File: src/rtl/issue_queue_mw_pkg.sv
// Shared types for the issue queue: PC_set entry, default sizing, pointer type.
package issue_queue_mw_pkg;

  typedef struct packed {
    logic [31:0] pc;
    logic [31:0] insn;
  } PC_set;

  localparam int IQ_DEPTH = 16;
  localparam int IQ_WR_W  = 2;
  localparam int IQ_RD_W  = 2;

  typedef logic [$clog2(IQ_DEPTH)-1:0] iq_ptr_t;

endpackage

File: src/rtl/issue_queue_mw_lead_ones.sv
// iq_lead_ones: number of consecutive 1s starting at bit 0 of vec_i.
module iq_lead_ones #(
  parameter int W = 2
) (
  input  logic [W-1:0]               vec_i,
  output logic [$clog2(W+1)-1:0]     cnt_o
);
  localparam int CW = $clog2(W+1);

  // walk from lane 0 and stop counting at the first clear bit
  always_comb begin
    logic run;
    run   = 1'b1;
    cnt_o = '0;
    for (int k = 0; k < W; k++) begin
      if (run && vec_i[k]) cnt_o = CW'(k + 1);
      else                 run   = 1'b0;
    end
  end
endmodule

File: src/rtl/issue_queue_mw.sv
// issue_queue_mw: multi-wide in-order issue buffer (circular, separate count).
// Optional build macro IQ_PERF_CNT_EN adds saturating full/empty cycle counters.
module issue_queue_mw
  import issue_queue_mw_pkg::*;
#(
  parameter int DEPTH       = IQ_DEPTH,
  parameter int WR_W        = IQ_WR_W,
  parameter int RD_W        = IQ_RD_W,
  parameter int AFULL_SLACK = 6
) (
  input  logic                         clk,
  input  logic                         rstn,
  input  logic                         flush,
  input  logic                         stall,
  input  PC_set [WR_W-1:0]             i_set,
  input  logic [WR_W-1:0]              i_valid,
  input  logic [$clog2(RD_W+1)-1:0]    i_consume,
  output PC_set [RD_W-1:0]             o_set,
  output logic [RD_W-1:0]              o_valid,
  output logic [$clog2(DEPTH+1)-1:0]   o_count,
  output logic                         o_afull,
  output logic                         o_overflow
`ifdef IQ_PERF_CNT_EN
  ,
  output logic [31:0]                  o_perf_full_cyc,
  output logic [31:0]                  o_perf_empty_cyc
`endif
);
  localparam int PTR_W = $clog2(DEPTH);
  localparam int CW    = $clog2(DEPTH+1);
  localparam int AW    = CW + 1;
  localparam int PW    = $clog2(WR_W+1);
  localparam int RW    = $clog2(RD_W+1);

  PC_set            mem_q [DEPTH];
  logic [PTR_W-1:0] head_q, head_d, tail_q, tail_d;
  logic [CW-1:0]    count_q, count_d;
  logic             afull_q, afull_d, ovf_q, ovf_d;
  logic [PW-1:0]    push_raw, push;
  logic [RW-1:0]    avail, pop;
  logic [AW-1:0]    space, count_nx;
  logic             drop;

  iq_lead_ones #(.W(WR_W)) u_push  (.vec_i(i_valid), .cnt_o(push_raw));
  iq_lead_ones #(.W(RD_W)) u_avail (.vec_i(o_valid), .cnt_o(avail));

  // read side: oldest entries straight from storage, no write bypass
  always_comb begin
    for (int k = 0; k < RD_W; k++) begin
      o_valid[k] = (count_q > CW'(k));
      o_set[k]   = mem_q[tail_q + PTR_W'(k)];
    end
  end

  // pop clamp, space check (pop frees room this cycle), next-state pointers
  always_comb begin
    pop      = stall ? '0 : ((i_consume > avail) ? avail : i_consume);
    space    = AW'(DEPTH) - AW'(count_q) + AW'(pop);
    drop     = (AW'(push_raw) > space);
    push     = drop ? '0 : push_raw;
    count_nx = AW'(count_q) + AW'(push) - AW'(pop);
    head_d   = head_q + PTR_W'(push);
    tail_d   = tail_q + PTR_W'(pop);
    count_d  = count_nx[CW-1:0];
    afull_d  = (count_nx >= AW'(DEPTH - AFULL_SLACK));
    ovf_d    = ovf_q | drop;
    if (flush) begin
      head_d  = '0;
      tail_d  = '0;
      count_d = '0;
      afull_d = 1'b0;
      ovf_d   = ovf_q;
    end
  end

  // control state; overflow is sticky until reset
  always_ff @(posedge clk) begin
    if (!rstn) begin
      head_q  <= '0;
      tail_q  <= '0;
      count_q <= '0;
      afull_q <= 1'b0;
      ovf_q   <= 1'b0;
    end else begin
      head_q  <= head_d;
      tail_q  <= tail_d;
      count_q <= count_d;
      afull_q <= afull_d;
      ovf_q   <= ovf_d;
    end
  end

  // storage write: accepted lanes land at head+k, wrapping naturally
  always_ff @(posedge clk) begin
    if (rstn && !flush) begin
      for (int k = 0; k < WR_W; k++)
        if (PW'(k) < push) mem_q[head_q + PTR_W'(k)] <= i_set[k];
    end
  end

  // issue logic must never consume more than it was shown
  always_ff @(posedge clk) begin
    if (rstn && !stall && !flush)
      assert (i_consume <= avail) else $error("issue_queue_mw: i_consume exceeds o_valid");
  end

  assign o_count    = count_q;
  assign o_afull    = afull_q;
  assign o_overflow = ovf_q;

`ifdef IQ_PERF_CNT_EN
  logic [31:0] perf_full_q, perf_empty_q;

  // saturating occupancy-extreme counters; flush does not clear them
  always_ff @(posedge clk) begin
    if (!rstn) begin
      perf_full_q  <= '0;
      perf_empty_q <= '0;
    end else begin
      if (count_q == CW'(DEPTH) && perf_full_q != '1) perf_full_q  <= perf_full_q + 32'd1;
      if (count_q == '0 && perf_empty_q != '1)        perf_empty_q <= perf_empty_q + 32'd1;
    end
  end

  assign o_perf_full_cyc  = perf_full_q;
  assign o_perf_empty_cyc = perf_empty_q;
`endif

endmodule
File: config.mk
export PLATFORM = sky130hd
export DESIGN_NAME = issue_queue_mw
export DESIGN_NICKNAME = d
export VERILOG_FILES = /design/src/rtl/issue_queue_mw_pkg.sv /design/src/rtl/issue_queue_mw_lead_ones.sv /design/src/rtl/issue_queue_mw.sv
export SDC_FILE = /design/constraint.sdc
export NUM_CORES = 2
export LEC_CHECK = 0
export ABC_AREA = 1
export CORE_ASPECT_RATIO = 1.1
export CORE_MARGIN = 8
export CORE_UTILIZATION = 40
export CTS_BUF_LIST = sky130_fd_sc_hd__clkbuf_2
export DETAILED_ROUTE_END_ITERATION = 10
export GPL_ROUTABILITY_DRIVEN = 0
export PLACE_DENSITY = 0.54
export SYNTH_ARGS = -nofsm -noshare
export SYNTH_HDL_FRONTEND = slang
export SYNTH_SLANG_ARGS = --single-unit
File: constraint.sdc
create_clock -name clk -period 26.5 [get_ports clk]
set_input_delay 6.625 -clock clk [delete_from_list [all_inputs] [get_ports clk]]
set_output_delay 6.625 -clock clk [all_outputs]
set_load 0.03 [all_outputs]
## Yosys cells after proc, flatten, opt, wreduce, memory -nomap -nowiden

Memory sizes are Yosys's and may differ from the RTL's. A register that Yosys moved wholly into a read port is not among the register bits.
Cells that the tools add are included.

| word-level totals | value |
|---|---|
| register bits | 15 |
| bits in latches | 0 |
| RAM bits | 1024 |
| bits in read-only memories | 0 |
| bits of input ports | 136 |
| output and inout bits | 137 |
| logic and storage cells | 44 |
| memories kept | 1 |

| cells by class | value |
|---|---|
| $add $sub $neg | 8 |
| multiply operators | 0 |
| div/mod/pow operators | 0 |
| magnitude comparators | 7 |
| equality and inequality tests | 0 |
| shifts and indexed selects | 0 |
| muxes and demuxes | 16 |
| bitwise operators | 2 |
| reduce and logical (&&, ||, !) cells | 5 |

Memory list:

| memory | words | bits a word | rd ports | clocked after Yosys merged registers in | write ports | line | source |
|---|---|---|---|---|---|---|---|
| mem_q | 16 | 64 | 2 | 1 | 2 | issue_queue_mw.sv:35 | `PC_set mem_q [DEPTH];` |

Operator list:

| operator | number |
|---|---|
| $gt 5x1->1 const B | 2 |
| $mux 1 | 10 |
| $mux 2 | 5 |
| $add 4x1->4 const B | 2 |
| $add 4x2->4 | 2 |
| $add 5x2->6 | 1 |
| $add 6x2->6 | 1 |
| $ge 6x4->1 const B | 1 |
| $gt 2x6->1 | 1 |
| $sub 5x5->6 const A | 1 |
| $sub 6x2->6 | 1 |
| $lt 1x2->1 const A | 2 |
| $mux 4 | 1 |
| $logic_and 1x1->1 | 3 |
| $gt 2x2->1 | 1 |
| $reduce_or 2->1 | 1 |
| $logic_not 1->1 | 1 |
| $not 1->1 | 1 |
| $or 1x1->1 | 1 |

## Depth between registers and ports, before layout

| logic depth | value |
|---|---|
| depth in word-level cells | 14 |
| gate-level depth with buffers | 33 |
| gate-level depth less buffers | 33 |

## By module

A second synthesis with hierarchy kept.

| unflattened totals | value |
|---|---|
| cells, all modules | 8938 |
| area, all modules | 68864.8 µm² |

Modules (own cells, without submodules):

| module | times used | cells an instance | area an instance (µm²) | seq. area each (µm²) |
|---|---|---|---|---|
| issue_queue_mw | 1 | 8930 | 68829.8 | 31049.8 |
| iq_lead_ones | 2 | 4 | 17.5 | 0.0 |

## Worst setup path before layout

No wires, ideal clock.

| path | value |
|---|---|
| path kind | input to register |
| start point | input i_consume[1] |
| end point | memory mem_q[10][0] (netlist name), enable pin |
| arrival time | 13848 ps |
| required time | 25926 ps |
| setup slack | 12077 ps |
| cell stages on the path | 20 |
| cells stage by stage | ha_1 > inv_1 > nor2_1 > o21ai_0 > a21oi_1 > o21ai_0 > ha_1 > inv_2 > fa_1 > inv_1 > ha_1 > a21oi_1 > nor2_4 > nand3_1 > nor2_2 > nor2_4 > buf_6 > buf_2 > nand2_1 > o21ai_0 |

RTL lines:

| what | line | source |
|---|---|---|
| from (decl) | issue_queue_mw.sv:17 | `input logic [$clog2(RD_W+1)-1:0] i_consume,` |
| to (decl) | issue_queue_mw.sv:35 |  |

==> impl_results.md <==
- Launch point of the critical path: tail_q[0]
- Total grt overflow: 0
- Initial core utilization: 0.4024
- Most used flip-flop cell after synthesis: edfxtp_1
- TritonCTS clock tree: done
- Total Nets Final: 8689
- Maximum operating frequency: 71.55 MHz
- Clock tree root driver cell: clkbuf_2
- Ys Warns: 0
- Maximum number of buffers from clock root to sink: 4
- Max rail drop VDD: just under 50 uV
- Worst slew pin tran: 1.333 ns
- Floorplan row count: 159
- WS Path Type: register to output port
- Most numerous cell in the Yosys netlist: nand2_1
- Startpoint type of the worst setup path: register
- Multiplexer share of the synthesized area: 0
- Worst Skew: 0.1261 ns
- Xor/xnor cell area share of the yosys netlist: 0.001257
- Wire length on met3: 35.94 mm
- Detailed-placement wirelength estimate: 160.0 mm
- Top routing layer in use: met5
- Mean instance size in the synthesized netlist: 7.689 um^2
- Distinct cell type count after synthesis: 35
- Layout overhead on the synthesized area: 6.363%
- Average detailed-routed wire length per instance: about 28 um
- CP arrival: 7.35 ns
- Count of hold buffers inserted by post-cts repair: 0
- Clock period minus worst slack: 13.98 ns
- Maximum number of pins on one net before global-route repair: 237
- Detailed-route DRC error count: 0
- Synthesized Nets: 9096
- Synth Cell Area: 68690 um^2
- Max cap viols: 0
- Proportion of netlist area held by the largest area contributor: 0.4477
- Placement-stage cell area: about 70000 um^2
- Floorplan die area: 185300 um^2
- Area leader, netlist: edfxtp_1
- Number of enable flip-flop cells after synthesis: between 1000 and 1500
- Cell types occupying the most area after synthesis: edfxtp_1, nand2_1, nand4_1, o21ai_0, a21oi_1
- Kind of end point of the critical path: output port
- Cell total after placement: 10471
- Total length of routed wires: approximately 310 mm
- Final worst-path cycle share: 0.5274
- Worst setup slack after placement: ~12 ns
- Number of pins exceeding their max-slew limit in the final report: 0
- Startpoint of the most critical hold path: o_overflow
- Async set or reset register ratio after synthesis: 0
- Iter 0 DRT Violations: between 8000 and 9000
- Boundary Pins: 273
- Worst relative slew slack: 0.1114
- Overall die height: 450.6 um
- Final cell count without fillers: 11000
- Count of input and output buffers: 272
- Total track usage: 0.3216
- Result of the run: finished, final reports clean
- FF-to-FF Start: o_count[3]
- Via count of the first global-routing pass: around 65000
- Horizontal die dimension: 411.1 um
- PnR Total Power: ~0.005 W
- Clock-pin slew reported for the worst setup and hold paths after clock tree synthesis: 0.07 ns
- Insertion delay to the later sink of the worst-skew pair: approximately 1.8 ns
- Via count: 69401
- Setup repair after global routing missed its margin: no
- Layout cells sized above 1: 0.07758
- Core area: between 150000 and 200000 um^2
- Number of setup violations in the final report: 0
- Met1 layer wirelength in the final routing: 116.3 mm
- Number of antenna violations at the first check in global routing: 30
- Arithmetic-cell share of the synthesized area counting full adders, half adders and majority gates: 0.005282
- Cell area power density: 68.74 nW/um^2
- Class of the worst hold path: register to register
- Post-synthesis cell count: 8934
- Simple-gate share of the synthesized area: 0.2719
- Main combinational cell family by area after synthesis: simple AND/OR/NAND/NOR gates
- Remaining antenna violation count after routing: 0
- Wire length of the first global-routing pass: 447.8 mm
- # resized after CTS: 0
- Maximum fanout along the worst path: 198
- Number of register bits inferred by synthesis: 1039
- Clock net sink count: 1039
- Final-layout setup total negative slack: 0 ns
- Post-synth top cells: nand2_1, nand4_1, edfxtp_1
- Per-cell via count in the routed design: around 6.3
- Final hold violation count: 0
- Routed wire length on met2: 141.6 mm
- Num CTS Buffers: 308
- Sequential cell area fraction in the yosys report: 0.4520
- Required time at the endpoint of the critical path: 19.88 ns
- Post-layout worst setup margin: 12.52 ns
- Post-route design area: approximately 73000 um^2
- Fraction of the mapped netlist area in compound gates: 0.1634
- Setup repair bufs after CTS: 0
- Drt pass-1 iters: 7
- Reported leakage power: 29.36 nW
- Deepest level of the CTS H-tree: 5
-- worst max-delay path, stage by stage, from the launching register on --
cell and delay [ns]:
dfxtp_4 0.38, buf_4 0.46, buf_12 0.54, buf_4 0.76
buf_4 0.96, buf_4 0.72, o21ai_0 0.19, o22ai_1 0.22
o221ai_1 0.22, nand2_1 0.21, clkdlybuf4s50_1 0.71
-- sequential cells by signal, summed over array words and instances (netlist names) --
name        cells
head_q          4
o_count         5
tail_q          4
mem_q        1024
o_afull         1
o_overflow      1
-- per-layer routing --
metal / vias up / track usage
met5: - / 0
met4: 12 / 0.1876
met3: 1108 / 0.07544
met2: 4771 / 0.5086
met1: 32830 / 0.4015
li1: 30680 / -
-- layout by cell type, fill, tap and decap left out, types with 3 or more instances in the layout --
cell type	n
a21oi_1	545
buf_12	5
buf_4	132
clkbuf_2	454
clkdlybuf4s50_1	271
clkinv_1	42
clkinv_2	7
dfxtp_1	12
dfxtp_4	3
diode_2	19
edfxtp_1	1024
fa_1	5
ha_1	20
inv_1	528
inv_2	13
inv_4	3
inv_8	4
nand2_1	2514
nand2_4	16
nand3_1	135
nand4_1	1035
nand4_4	9
nor2_1	472
nor2_4	20
o2111ai_1	63
o211ai_1	213
o21ai_0	928
o21ai_1	46
o221ai_1	111
o22ai_1	77
xor2_1	5
-- cells by family after synthesis --
group                    count (synthesis)
AND/OR/NAND/NOR                       4205
flip-flops                            1039
adder cells (fa/ha/maj)                 26
buffers and inverters                 1669
AO/OA/AOI/OAI                         1986
XOR/XNOR                                 9
-- where the power goes --
| group | total (W) | internal [W] | switching [W] |
|---|---|---|---|
| registers | 0.00184 | 0.00183 | 0.0000125 |
| logic | 0.00196 | 0.000567 | 0.00139 |
| clock network | 0.00122 | 0.000459 | 0.000765 |
-- stage by stage --
step	hold WS [ns]	util
final	0.4891	0.4280
after global routing	0.5311	0.4279
after CTS	0.4941	0.4277
after detailed placement	0.4801	0.4130
after global placement	0.4800	0.4130
after floorplan	0.4552	-
-- area by class of cell --
type                            count  area (um^2)
Fill cell                       17092        97630
Sequential cell                  1039        31060
Multi-Input combinational cell   6226        30710
Timing Repair Buffer              409         3819
Tap cell                         2254         2820
Clock buffer                      454         2272
Inverter                          543         2081
Clock inverter                     56        245.2
Antenna cell                       19        47.55
-- worst paths after layout --
kind / to / slack (ns) / cells past startpoint
worst max register to register: mem_q[0][28] / 18.17 / 24
worst min register to register: o_overflow / 0.49 / 2
worst min-delay path: o_overflow / 0.49 / 2
worst max-delay path: o_set[19] / 12.52 / 10
No activity file was read; power rests on OpenSTA's default activity.
